[config.mk]
export PLATFORM = sky130hd
export DESIGN_NAME = exe_mem_skid_buffer_flat
export DESIGN_NICKNAME = d
export VERILOG_FILES = /design/src/rtl/exe_mem_skid_buffer_if.sv /design/src/rtl/exe_mem_skid_buffer.sv /design/src/flat_wrapper.sv
export SDC_FILE = /design/constraint.sdc
export NUM_CORES = 1
export LEC_CHECK = 0
export CAP_MARGIN = 0
export CORE_MARGIN = 2
export CORE_UTILIZATION = 54
export DETAILED_ROUTE_END_ITERATION = 8
export PLACE_DENSITY = 0.88
export SLEW_MARGIN = 20
export SYNTH_ARGS = -nofsm -noshare
export SYNTH_HDL_FRONTEND = slang
export SYNTH_SLANG_ARGS = --single-unit
[constraint.sdc]
create_clock -name clk -period 3.9 [get_ports clk]
set_clock_uncertainty 0.05 [all_clocks]
set_input_delay 0.78 -clock clk [delete_from_list [all_inputs] [get_ports clk]]
set_output_delay 0.78 -clock clk [all_outputs]
set_load 0.03 [all_outputs]
[src/rtl/exe_mem_skid_buffer_if.sv]
// rtl/exe_mem_skid_buffer_if.sv - EXE->MEM handshake bundle for the skid buffer
//
// Purpose: groups the EXE-side (input) and MEM-side (output) handshake and
// payload signals of the EXE->MEM pipeline boundary.
// Ports (signals):
//   EXE side : in_valid, in_ready, src1_in, alu_res_in, dst_ind_in, dst_mux_in,
//              mem_wrt_en_in, reg_file_wrt_en_in
//   MEM side : out_valid, out_ready, src1_out, alu_res_out, dst_ind_out,
//              dst_mux_out, mem_wrt_en_out, reg_file_wrt_en_out
//   Forward  : fwd_valid, fwd_dst_ind, fwd_data
//   Status   : occupancy
// Modports: slave = the buffer itself, master = the surrounding pipeline.
interface exe_mem_skid_buffer_if #(
    parameter int BIT_WIDTH           = 32,
    parameter int REG_INDEX_BIT_WIDTH = 4,
    parameter int DST_MUX_WIDTH       = 2
);
    logic                           in_valid;
    logic                           in_ready;
    logic [BIT_WIDTH-1:0]           src1_in;
    logic [BIT_WIDTH-1:0]           alu_res_in;
    logic [REG_INDEX_BIT_WIDTH-1:0] dst_ind_in;
    logic [DST_MUX_WIDTH-1:0]       dst_mux_in;
    logic                           mem_wrt_en_in;
    logic                           reg_file_wrt_en_in;

    logic                           out_valid;
    logic                           out_ready;
    logic [BIT_WIDTH-1:0]           src1_out;
    logic [BIT_WIDTH-1:0]           alu_res_out;
    logic [REG_INDEX_BIT_WIDTH-1:0] dst_ind_out;
    logic [DST_MUX_WIDTH-1:0]       dst_mux_out;
    logic                           mem_wrt_en_out;
    logic                           reg_file_wrt_en_out;

    logic                           fwd_valid;
    logic [REG_INDEX_BIT_WIDTH-1:0] fwd_dst_ind;
    logic [BIT_WIDTH-1:0]           fwd_data;

    logic [1:0]                     occupancy;

    modport slave (
        input  in_valid, src1_in, alu_res_in, dst_ind_in, dst_mux_in,
               mem_wrt_en_in, reg_file_wrt_en_in, out_ready,
        output in_ready, out_valid, src1_out, alu_res_out, dst_ind_out,
               dst_mux_out, mem_wrt_en_out, reg_file_wrt_en_out,
               fwd_valid, fwd_dst_ind, fwd_data, occupancy
    );

    modport master (
        output in_valid, src1_in, alu_res_in, dst_ind_in, dst_mux_in,
               mem_wrt_en_in, reg_file_wrt_en_in, out_ready,
        input  in_ready, out_valid, src1_out, alu_res_out, dst_ind_out,
               dst_mux_out, mem_wrt_en_out, reg_file_wrt_en_out,
               fwd_valid, fwd_dst_ind, fwd_data, occupancy
    );
endinterface

[src/rtl/exe_mem_skid_buffer.sv]
// rtl/exe_mem_skid_buffer.sv - 2-entry skid buffer at the EXE->MEM boundary
//
// Purpose: valid/ready pipeline register between EXE and MEM. A head entry
// drives the outputs; a skid entry catches the one instruction EXE may send
// in the cycle MEM stalls, so in_ready depends only on local state and never
// on out_ready. A synchronous flush squashes everything for branch recovery.
// Ports:
//   clk   - clock, rising edge
//   reset - synchronous, active-high
//   flush - squash held entries and the same-cycle input
//   bus   - exe_mem_skid_buffer_if.slave (EXE input, MEM output, forward tap,
//           occupancy)
module exe_mem_skid_buffer #(
    parameter int BIT_WIDTH           = 32,
    parameter int REG_INDEX_BIT_WIDTH = 4,
    parameter int DST_MUX_WIDTH       = 2
) (
    input  logic                  clk,
    input  logic                  reset,
    input  logic                  flush,
    exe_mem_skid_buffer_if.slave  bus
);

    typedef struct packed {
        logic [BIT_WIDTH-1:0]           src1;
        logic [BIT_WIDTH-1:0]           alu_res;
        logic [REG_INDEX_BIT_WIDTH-1:0] dst_ind;
        logic [DST_MUX_WIDTH-1:0]       dst_mux;
        logic                           mem_wrt_en;
        logic                           reg_file_wrt_en;
    } entry_t;

    typedef enum logic [1:0] {
        EMPTY = 2'd0,
        ONE   = 2'd1,
        FULL  = 2'd2
    } state_t;

    state_t     state_q, state_d;
    entry_t     head_q, head_d;
    entry_t     skid_q, skid_d;
    logic [1:0] occ_q, occ_d;

    entry_t in_entry;
    logic   in_ready;
    logic   out_valid;
    logic   in_fire;
    logic   out_fire;

    assign in_entry = '{
        src1:            bus.src1_in,
        alu_res:         bus.alu_res_in,
        dst_ind:         bus.dst_ind_in,
        dst_mux:         bus.dst_mux_in,
        mem_wrt_en:      bus.mem_wrt_en_in,
        reg_file_wrt_en: bus.reg_file_wrt_en_in
    };

    // Both handshake outputs come straight from the state flops.
    assign in_ready  = (state_q != FULL);
    assign out_valid = (state_q != EMPTY);

    assign in_fire  = bus.in_valid & in_ready & ~flush;
    assign out_fire = out_valid & bus.out_ready;

    always_ff @(posedge clk) begin
        if (reset) begin
            state_q <= EMPTY;
            head_q  <= '0;
            skid_q  <= '0;
            occ_q   <= 2'd0;
        end else begin
            state_q <= state_d;
            head_q  <= head_d;
            skid_q  <= skid_d;
            occ_q   <= occ_d;
        end
    end

    always_comb begin
        state_d = state_q;
        head_d  = head_q;
        skid_d  = skid_q;

        if (flush) begin
            // Payload registers are left alone; only validity is dropped.
            state_d = EMPTY;
        end else begin
            unique case (state_q)
                EMPTY: begin
                    if (in_fire) begin
                        head_d  = in_entry;
                        state_d = ONE;
                    end
                end
                ONE: begin
                    if (in_fire && out_fire) begin
                        head_d = in_entry;
                    end else if (in_fire) begin
                        skid_d  = in_entry;
                        state_d = FULL;
                    end else if (out_fire) begin
                        state_d = EMPTY;
                    end
                end
                FULL: begin
                    if (out_fire) begin
                        head_d  = skid_q;
                        state_d = ONE;
                    end
                end
                default: state_d = EMPTY;
            endcase
        end

        unique case (state_d)
            ONE:     occ_d = 2'd1;
            FULL:    occ_d = 2'd2;
            default: occ_d = 2'd0;
        endcase
    end

    assign bus.in_ready            = in_ready;
    assign bus.out_valid           = out_valid;
    assign bus.src1_out            = head_q.src1;
    assign bus.alu_res_out         = head_q.alu_res;
    assign bus.dst_ind_out         = head_q.dst_ind;
    assign bus.dst_mux_out         = head_q.dst_mux;
    // Write enables are qualified so a stale or squashed head can never write.
    assign bus.mem_wrt_en_out      = head_q.mem_wrt_en & out_valid;
    assign bus.reg_file_wrt_en_out = head_q.reg_file_wrt_en & out_valid;
    assign bus.fwd_valid           = head_q.reg_file_wrt_en & out_valid;
    assign bus.fwd_dst_ind         = head_q.dst_ind;
    assign bus.fwd_data            = head_q.alu_res;
    assign bus.occupancy           = occ_q;

endmodule
[src/flat_wrapper.sv]
// flat-port wrapper written by rule: the top's interface ports become plain ports
module exe_mem_skid_buffer_flat 
#(
    parameter int BIT_WIDTH           = 32,
    parameter int REG_INDEX_BIT_WIDTH = 4,
    parameter int DST_MUX_WIDTH       = 2
)
  (clk, reset, flush, bus_in_valid, bus_src1_in, bus_alu_res_in, bus_dst_ind_in, bus_dst_mux_in, bus_mem_wrt_en_in, bus_reg_file_wrt_en_in, bus_out_ready, bus_in_ready, bus_out_valid, bus_src1_out, bus_alu_res_out, bus_dst_ind_out, bus_dst_mux_out, bus_mem_wrt_en_out, bus_reg_file_wrt_en_out, bus_fwd_valid, bus_fwd_dst_ind, bus_fwd_data, bus_occupancy);
  exe_mem_skid_buffer_if #(.BIT_WIDTH(BIT_WIDTH), .REG_INDEX_BIT_WIDTH(REG_INDEX_BIT_WIDTH), .DST_MUX_WIDTH(DST_MUX_WIDTH)) bus_i ();
  input  logic clk;
  input  logic reset;
  input  logic flush;
  input wire logic [$bits(bus_i.in_valid)-1:0] bus_in_valid;
  input wire logic [$bits(bus_i.src1_in)-1:0] bus_src1_in;
  input wire logic [$bits(bus_i.alu_res_in)-1:0] bus_alu_res_in;
  input wire logic [$bits(bus_i.dst_ind_in)-1:0] bus_dst_ind_in;
  input wire logic [$bits(bus_i.dst_mux_in)-1:0] bus_dst_mux_in;
  input wire logic [$bits(bus_i.mem_wrt_en_in)-1:0] bus_mem_wrt_en_in;
  input wire logic [$bits(bus_i.reg_file_wrt_en_in)-1:0] bus_reg_file_wrt_en_in;
  input wire logic [$bits(bus_i.out_ready)-1:0] bus_out_ready;
  output wire logic [$bits(bus_i.in_ready)-1:0] bus_in_ready;
  output wire logic [$bits(bus_i.out_valid)-1:0] bus_out_valid;
  output wire logic [$bits(bus_i.src1_out)-1:0] bus_src1_out;
  output wire logic [$bits(bus_i.alu_res_out)-1:0] bus_alu_res_out;
  output wire logic [$bits(bus_i.dst_ind_out)-1:0] bus_dst_ind_out;
  output wire logic [$bits(bus_i.dst_mux_out)-1:0] bus_dst_mux_out;
  output wire logic [$bits(bus_i.mem_wrt_en_out)-1:0] bus_mem_wrt_en_out;
  output wire logic [$bits(bus_i.reg_file_wrt_en_out)-1:0] bus_reg_file_wrt_en_out;
  output wire logic [$bits(bus_i.fwd_valid)-1:0] bus_fwd_valid;
  output wire logic [$bits(bus_i.fwd_dst_ind)-1:0] bus_fwd_dst_ind;
  output wire logic [$bits(bus_i.fwd_data)-1:0] bus_fwd_data;
  output wire logic [$bits(bus_i.occupancy)-1:0] bus_occupancy;
  assign bus_i.in_valid = bus_in_valid;
  assign bus_i.src1_in = bus_src1_in;
  assign bus_i.alu_res_in = bus_alu_res_in;
  assign bus_i.dst_ind_in = bus_dst_ind_in;
  assign bus_i.dst_mux_in = bus_dst_mux_in;
  assign bus_i.mem_wrt_en_in = bus_mem_wrt_en_in;
  assign bus_i.reg_file_wrt_en_in = bus_reg_file_wrt_en_in;
  assign bus_i.out_ready = bus_out_ready;
  assign bus_in_ready = bus_i.in_ready;
  assign bus_out_valid = bus_i.out_valid;
  assign bus_src1_out = bus_i.src1_out;
  assign bus_alu_res_out = bus_i.alu_res_out;
  assign bus_dst_ind_out = bus_i.dst_ind_out;
  assign bus_dst_mux_out = bus_i.dst_mux_out;
  assign bus_mem_wrt_en_out = bus_i.mem_wrt_en_out;
  assign bus_reg_file_wrt_en_out = bus_i.reg_file_wrt_en_out;
  assign bus_fwd_valid = bus_i.fwd_valid;
  assign bus_fwd_dst_ind = bus_i.fwd_dst_ind;
  assign bus_fwd_data = bus_i.fwd_data;
  assign bus_occupancy = bus_i.occupancy;
  exe_mem_skid_buffer #(.BIT_WIDTH(BIT_WIDTH), .REG_INDEX_BIT_WIDTH(REG_INDEX_BIT_WIDTH), .DST_MUX_WIDTH(DST_MUX_WIDTH)) u_core (.clk(clk), .reset(reset), .flush(flush), .bus(bus_i));
endmodule
==> results by group, run 1 <==
Drt
  – Routed wire per std cell: between 15 and 20 um
  – DRC errors left: 0
  – Vias per Instance: 5.51
  – Routed vias: 5945
  – Antenna viol nets, final: 0
  – WL final: roughly 17000 um
  – First-pass DRT Iterations: 5
  – Iter 0 DRT Violations: 410

Logic synthesis
  – Syn Inst Count: roughly 860
  – Cell accounting for the most synthesized area: dfxtp_1
  – Yosys warns: 0
  – Synth Cell Area: ~7700 um2
  – Distinct cells, synth: 25
  – Syn_area_per_cell: about 9 um2
  – Synth top area share: 38.5%
  – Synth area leaders: dfxtp_1, buf_4, o41ai_2
  – Seq/Total Area, Yosys: 38.5%
  – Syn_nets: ~940
  – Synth Register Bits: 148

Timing
  – Setup TNS Final: 0 ps
  – Slew Limit Fails: 0
  – Worst-margin pin slew: 942 ps
  – Hold Slack: 402 ps
  – Final hold violation count: 0
  – Final setup viols: 0
  – Slew margin rel.: 37.2%
  – RSZ-0062 raised after global routing: false
  – Period utilization: 79.8%
  – Max Freq: 0.321 GHz
  – Min Tclk post-route: 3110 ps

Finish
  – Nets@finish: 969
  – Area growth syn-to-layout: 20.4%
  – Ant diodes: 0
  – Final core utilization: 66.8%
  – Final instance area: 9270 um2
  – Share of cells above drive strength 1: under 10%

Floorplanning
  – Die area: 15200 um2
  – Chip width: 123 um
  – Core area: approximately 14000 um2
  – Initial core utilization: 55.5%
  – DIE HEIGHT: 123 um
  – Core Rows: 43
  – # IOs: 190

Min path
  – Worst hold path startpoint: u_core.skid_q[58]
  – Hold Crit Class: reg2reg
  – WHS Path Cells: 2
  – Hold EP: u_core.skid_q[58]

Placed design
  – PortBufs: 189
  – Detailed Place HPWL: 10400 um
  – Gpl congestion: 0.784
  – Cell Area, Placed: 8780 um2

Status
  – Status: finished, final reports clean

Global routing
  – Largest net degree at the start of global routing: 147
  – Gr usage total: 22.0%
  – GRT overflow: 0
  – Met3 usage: 4.80%
  – Met2 Usage GRT: 36.4%
  – Vias in the first global route: 5529
  – Initial antenna violation count: 0
  – First-pass GRT wire length: between 20000 and 30000 um
  – GR peak layer: met2
  – Met1 Use GR: between 20 and 30%

Critical path
  – Largest fanout on the critical path: 35
  – CP max-delay cell: clkdlybuf4s50_1
  – R2r setup slk: between 1000 and 1500 ps
  – R2R Path Start: u_core.state_q[0]
  – Worst setup EP type: primary output
  – Crit path kind: reg2out
  – Arrival @ worst endpoint: 2280 ps
  – WP data required: ~3100 ps
  – Worst-path cell chain: nand2b_4 > clkdlybuf4s50_1
  – Reg2reg end: u_core.bus.src1_out[8]
  – Crit start category: flip-flop
  – R2R depth: 4
  – CP max stage delay: 790 ps

CTS
  – Clock Tree Root: clkbuf_16
  – TritonCTS clock tree: built
  – # clock sinks: 148
  – H-tree Lvls: 4
  – Post-cts resize count: 0
  – Clock-pin slew on the worst setup and hold paths: 50 ps
  – Clock Latency Late Sink: 410 ps
  – Clock buffer depth: 2
  – CTS Hold Buffers Added: 0
  – Post-CTS Setup Inserts: 0
  – CTS Buf Count: 17

Power and ir drop
  – Pwr per Cell Area: around 380 nW/um2
  – Leak pwr: 3.77 nW
  – Max VDD drop: roughly 0.30 mV

Flow run
  – Max_cap viols: 0
kinds of logic after synthesis:
group	synth area share, %
compound gates	22.8
buf+inv	15.4
flops	38.5
mux	9.36
simple gates	14.0
cell usage in the layout (no fill, tap or decap), drive strengths merged:
| cell | netlist | layout |
|---|---|---|
| o21ai | 73 | 73 |
| clkdlybuf4s50 | 0 | 187 |
| nand2 | 147 | 147 |
| mux2i | 72 | 72 |
| a2111oi | 2 | 2 |
| nor3 | 3 | 3 |
| inv | 1 | 1 |
| nand2b | 3 | 3 |
| clkbuf | 40 | 25 |
| a2bb2oi | 1 | 1 |
| nor2b | 73 | 73 |
| or3 | 1 | 1 |
| or2 | 1 | 1 |
| o41ai | 72 | 72 |
| dfxtp | 148 | 148 |
| buf | 146 | 13 |
| a21oi | 74 | 74 |
| and2 | 2 | 2 |
flip-flops by register name, indices dropped and copies added (netlist names):
signal,flops
u_core.bus.dst_mux_out,2
u_core.bus.alu_res_out,32
u_core.head_q,2
u_core.bus.occupancy,2
u_core.skid_q,72
u_core.bus.src1_out,32
u_core.state_q,2
u_core.bus.dst_ind_out,4
worst max path at each step:
stage	from	to	slack, ps	cells past startpoint
floorplan	u_core.state_q[0]	bus_reg_file_wrt_en_out	1830	3
global placement	bus_out_ready	u_core.skid_q[10]	1100	6
detailed placement	bus_out_ready	u_core.skid_q[9]	1060	6
CTS	u_core.state_q[0]	bus_in_ready	770	2
global route	u_core.state_q[0]	bus_in_ready	680	2
finish	u_core.state_q[0]	bus_in_ready	790	2
power breakdown:
part | internal [W] | switching, W | leakage, nW | total, W
logic | 0.000240 | 0.000317 | 2.33 | 0.000557
registers | 0.00156 | 0.0000285 | 1.20 | 0.00159
clock network | 0.000856 | 0.000564 | 0.243 | 0.00142
total | 0.00265 | 0.000910 | 3.77 | 0.00356
per-stage QoR:
stage / power [W] / std cells / worst slack, ps
floorplan: 0.00201 / 859 / 1830
global placement: 0.00216 / 1053 / 1100
detailed placement: 0.00217 / 1053 / 1060
CTS: 0.00358 / 1078 / 770
global route: 0.00368 / 1078 / 676
finish: 0.00356 / 1078 / 788
Yosys cell counts:
| library cell | number |
|---|---|
| dfxtp_1 | 148 |
| nand2_1 | 147 |
| buf_4 | 114 |
| a21oi_1 | 74 |
| nor2b_1 | 73 |
| mux2i_1 | 72 |
| o21ai_0 | 48 |
| o41ai_2 | 47 |
| clkbuf_1 | 39 |
| buf_2 | 29 |
| o21ai_1 | 25 |
| o41ai_1 | 25 |
| a2111oi_1 | 2 |
| and2_1 | 2 |
| buf_6 | 2 |
| nand2b_1 | 2 |
| nor3_1 | 2 |
| a2bb2oi_2 | 1 |
| buf_1 | 1 |
| clkbuf_2 | 1 |
| inv_1 | 1 |
| nand2b_2 | 1 |
| nor3_4 | 1 |
| or2_2 | 1 |
| or3_1 | 1 |
layout make-up:
cell class / count / area (um2)
multi-input combinational: 524 / 3580
tap: 180 / 225
sequential: 148 / 2960
timing repair buffer: 200 / 2010
inverter: 1 / 3.75
clock buffer: 25 / 495
fill: 1093 / 4610
worst max-delay path: cells and delay by family, from the launching register on:
family                 cells  cell delay (ps)
buffers and inverters      1              790
DFF                        1              470
and+or+nand+nor            1              600
routing by layer:
layer	share of wire, %	vias to the layer above
met5	0	-
met4	1.5	0
met3	4.9	17
met2	49	164
met1	44	2841
li1	-	2923
Power figures use the tool's default switching activity.
==> run 2, diff against run 1 <==
--- a/config.mk
+++ b/config.mk
@@ -7,9 +7,9 @@
 export LEC_CHECK = 0
 export CAP_MARGIN = 0
 export CORE_MARGIN = 2
-export CORE_UTILIZATION = 54
+export CORE_UTILIZATION = 45
 export DETAILED_ROUTE_END_ITERATION = 8
-export PLACE_DENSITY = 0.88
+export PLACE_DENSITY = 0.79
 export SLEW_MARGIN = 20
 export SYNTH_ARGS = -nofsm -noshare
 export SYNTH_HDL_FRONTEND = slang
==> constraint.sdc (replaced) <==
create_clock -name clk -period 2.8 [get_ports clk]
set_clock_uncertainty 0.05 [all_clocks]
set_input_delay 0.56 -clock clk [delete_from_list [all_inputs] [get_ports clk]]
set_output_delay 0.56 -clock clk [all_outputs]
set_load 0.03 [all_outputs]
==> run 2 against run 1 <==
Design area grew 3.2%. Wire length fell by 0.20%. Worst hold slack barely moved. Critical path depth is 1 higher. Critical path type unchanged. Global-route usage fell by 3.1 points. First-iteration DRC count fell by 11%. Setup slack worse by 560 ps. Cell count is 4.5% higher. Clock-buffer cell count down 3.
==> results by group, run 2 (synthesis gave the netlist of run 1 again) <==
Critical path
  – R2r setup slk: 980 ps (-480 ps)
  – Crit path kind: reg2out
  – Reg2reg end: u_core.bus.src1_out[12]
  – CP max-delay cell: clkdlybuf4s50_1
  – Worst-path cell chain: or2_2 > and2_1 > clkdlybuf4s50_1
  – Largest fanout on the critical path: 6 (-83%)
  – Arrival @ worst endpoint: 1960 ps (-320 ps)
  – Worst setup EP type: primary output
  – CP max stage delay: 610 ps (-180 ps)
  – R2R depth: 4 (unchanged)
  – Crit start category: flip-flop
  – R2R Path Start: u_core.state_q[0]
  – WP data required: 2190 ps (-880 ps)

Placed design
  – Gpl congestion: 0.746 (-4.8%)
  – Detailed Place HPWL: 10600 um (+2.2%)
  – PortBufs: 189 (unchanged)

Power and ir drop
  – Sequential power share: 40.5% (-4.1 points)
  – Sw power: 0.00134 W (+47%)
  – Leak pwr: 3.90 nW (+3.2%)
  – Clock power share: 45.1% (+5.3 points)
  – Pwr per Cell Area: 570 nW/um2 (+48%)
  – Comb pwr share: 14.4% (-1.2 points)
  – Max VDD drop: 0.408 mV (+37%)
  – Switch share: 24.6% (-0.96 points)
  – Final Power: 0.00546 W (+53%)
  – Int Power: 0.00412 W (+55%)

Global routing
  – GRT overflow: 0 (unchanged)
  – Vias in the first global route: 5431 (-1.8%)
  – Initial antenna violation count: 0 (unchanged)
  – Gr usage total: 19.0% (-3.1 points)
  – Largest net degree at the start of global routing: 111 (-24%)
  – First-pass GRT wire length: 27700 um (+3.6%)

CTS
  – Clock Tree Root: clkbuf_16
  – CTS Buf Count: 17 (unchanged)
  – Clock buffer depth: 2 (unchanged)
  – # clock sinks: 148 (unchanged)
  – Post-CTS Setup Inserts: 0 (unchanged)
  – Clock Latency Late Sink: 420 ps (about the same)
  – TritonCTS clock tree: built
  – Clock-pin slew on the worst setup and hold paths: 60 ps (about the same)
  – Post-cts resize count: 0 (unchanged)
  – CTS Hold Buffers Added: 0 (unchanged)
  – H-tree Lvls: 4 (unchanged)

Drt
  – WL met3: 664 um (-20%)
  – First-pass DRT Iterations: 5 (unchanged)
  – Routed wire per std cell: 15.2 um (-4.5%)
  – Highest Signal Layer: met4
  – WL final: 17100 um (-0.20%)
  – DRC errors left: 0 (unchanged)
  – Routed vias: 5862 (-1.4%)
  – Met2 wire len: 8080 um (-4.6%)
  – Iter 0 DRT Violations: 365 (-11%)
  – Antenna viol nets, final: 0 (unchanged)
  – Vias per Instance: 5.21 (-5.6%)
  – M1 WL: 8060 um (+6.4%)

Floorplanning
  – Core area: 16600 um2 (+20%)
  – DIE HEIGHT: 135 um (+9.2%)
  – Chip width: 135 um (+9.2%)
  – Core Rows: 47 (+9.3%)
  – Die area: 18200 um2 (+19%)
  – # IOs: 190 (unchanged)
  – Initial core utilization: 46.3% (-9.2 points)

Timing
  – Hold Slack: 403 ps (+0.485 ps)
  – Final setup viols: 0 (unchanged)
  – Max Freq: 0.389 GHz
  – Min Tclk post-route: 2570 ps
  – Slew margin rel.: 57.8% (+21 points)
  – Setup TNS Final: 0 ps (unchanged)
  – Final hold violation count: 0 (unchanged)
  – RSZ-0062 raised after global routing: false
  – Worst-margin pin slew: 633 ps (-308 ps)
  – Period utilization: roughly nine tenths
  – Slew Limit Fails: 0 (unchanged)

Finish
  – Final core utilization: 57.5% (-9.3 points)
  – Max reg flops: 72 (unchanged)
  – Share of cells above drive strength 1: 10.9% (+1.2 points)
  – Nets@finish: 971 (+0.21%)
  – Multi-input gate area: 3580 um2 (unchanged)
  – Area growth syn-to-layout: 24.3%
  – Reg with most FFs: u_core.skid_q
  – Ant diodes: 0 (unchanged)
  – Register area: 2960 um2 (unchanged)
  – Fillers: 1458 (+33%)
  – Commonest non-fill, non-tap cell in the layout: clkdlybuf4s50_1
  – Most frequent cells in the layout: clkdlybuf4s50_1, dfxtp_1, nand2_1

Min path
  – Worst hold path startpoint: u_core.skid_q[15]
  – WHS Path Cells: 2 (unchanged)
  – Hold EP: u_core.skid_q[15]
  – Hold Crit Class: reg2reg

Flow run
  – Max_cap viols: 0 (unchanged)

Status
  – Status: finished, final reports clean
## run 2: cell types whose count changed in the layout (fill, tap and decap cells not counted)
| cell | previous run | this run |
|---|---|---|
| clkinv_4 | 0 | 1 |
| clkbuf_8 | 4 | 5 |
| bufinv_16 | 0 | 4 |
| buf_12 | 3 | 10 |
| buf_4 | 9 | 4 |
| clkinv_2 | 0 | 4 |
| clkbuf_1 | 4 | 0 |
## run 2: power by group through the flow
| stage | sequential [W] | combinational, W | clock [W] |
|---|---|---|---|
| 2_1_floorplan | 0.00224 | 0.000550 | 0 |
| 3_3_place_gp | 0.00225 | 0.000780 | 0 |
| 3_5_place_dp | 0.00226 | 0.000788 | 0 |
| 4_1_cts | 0.00221 | 0.000790 | 0.00251 |
| 5_1_grt | 0.00222 | 0.000835 | 0.00261 |
| 6_report | 0.00221 | 0.000785 | 0.00246 |
## run 2: layout make-up
cell class / instances / share of cell area [%]
Inverter: 1 / 0.0392
Timing Repair Buffer: 202 / 22.1
Tap cell: 220 / 2.88
Multi-Input combinational cell: 524 / 37.3
Clock inverter: 9 / 1.56
Clock buffer: 22 / 5.16
Sequential cell: 148 / 30.9
## run 2: critical path: cells and delay by family, from the launching register on
kind	cells	cell delay, ps
buffers and inverters	1	610
AND/OR/NAND/NOR	2	550
flip-flops	1	390
## run 2: how the worst max path moves through the flow
stage,from,end,depth (start not counted)
after floorplan,u_core.state_q[0],bus_reg_file_wrt_en_out,3
after global placement,bus_out_ready,u_core.skid_q[63],6
after detailed placement,bus_out_ready,u_core.skid_q[11],6
after CTS,u_core.state_q[0],bus_mem_wrt_en_out,3
after global routing,u_core.state_q[0],bus_fwd_valid,3
final,u_core.state_q[0],bus_mem_wrt_en_out,3
## run 2: through the flow
step / area (um2) / cells / setup WS [ps]
after floorplan: 7700 / 859 / 948
after global placement: 8930 / 1095 / 382
after detailed placement: 8930 / 1095 / 348
after CTS: 9570 / 1126 / 186
after global routing: 9570 / 1126 / 147
final: 9570 / 1126 / 227
## run 2: routing by layer
layer  GRT usage, %  vias up
li1               -     2946
met1           26.2     2755
met2           29.4      140
met3           3.75       21
met4           7.13        0
met5              0        -
==> run 3, diff against run 2 <==
--- a/config.mk
+++ b/config.mk
@@ -8,6 +8,7 @@
 export CAP_MARGIN = 0
 export CORE_MARGIN = 2
 export CORE_UTILIZATION = 45
+export CTS_CLUSTER_SIZE = 30
 export DETAILED_ROUTE_END_ITERATION = 8
 export PLACE_DENSITY = 0.79
 export SLEW_MARGIN = 20
==> results of run 3 <==
The final DEF is identical to that of run 2; final timing and power are the same.
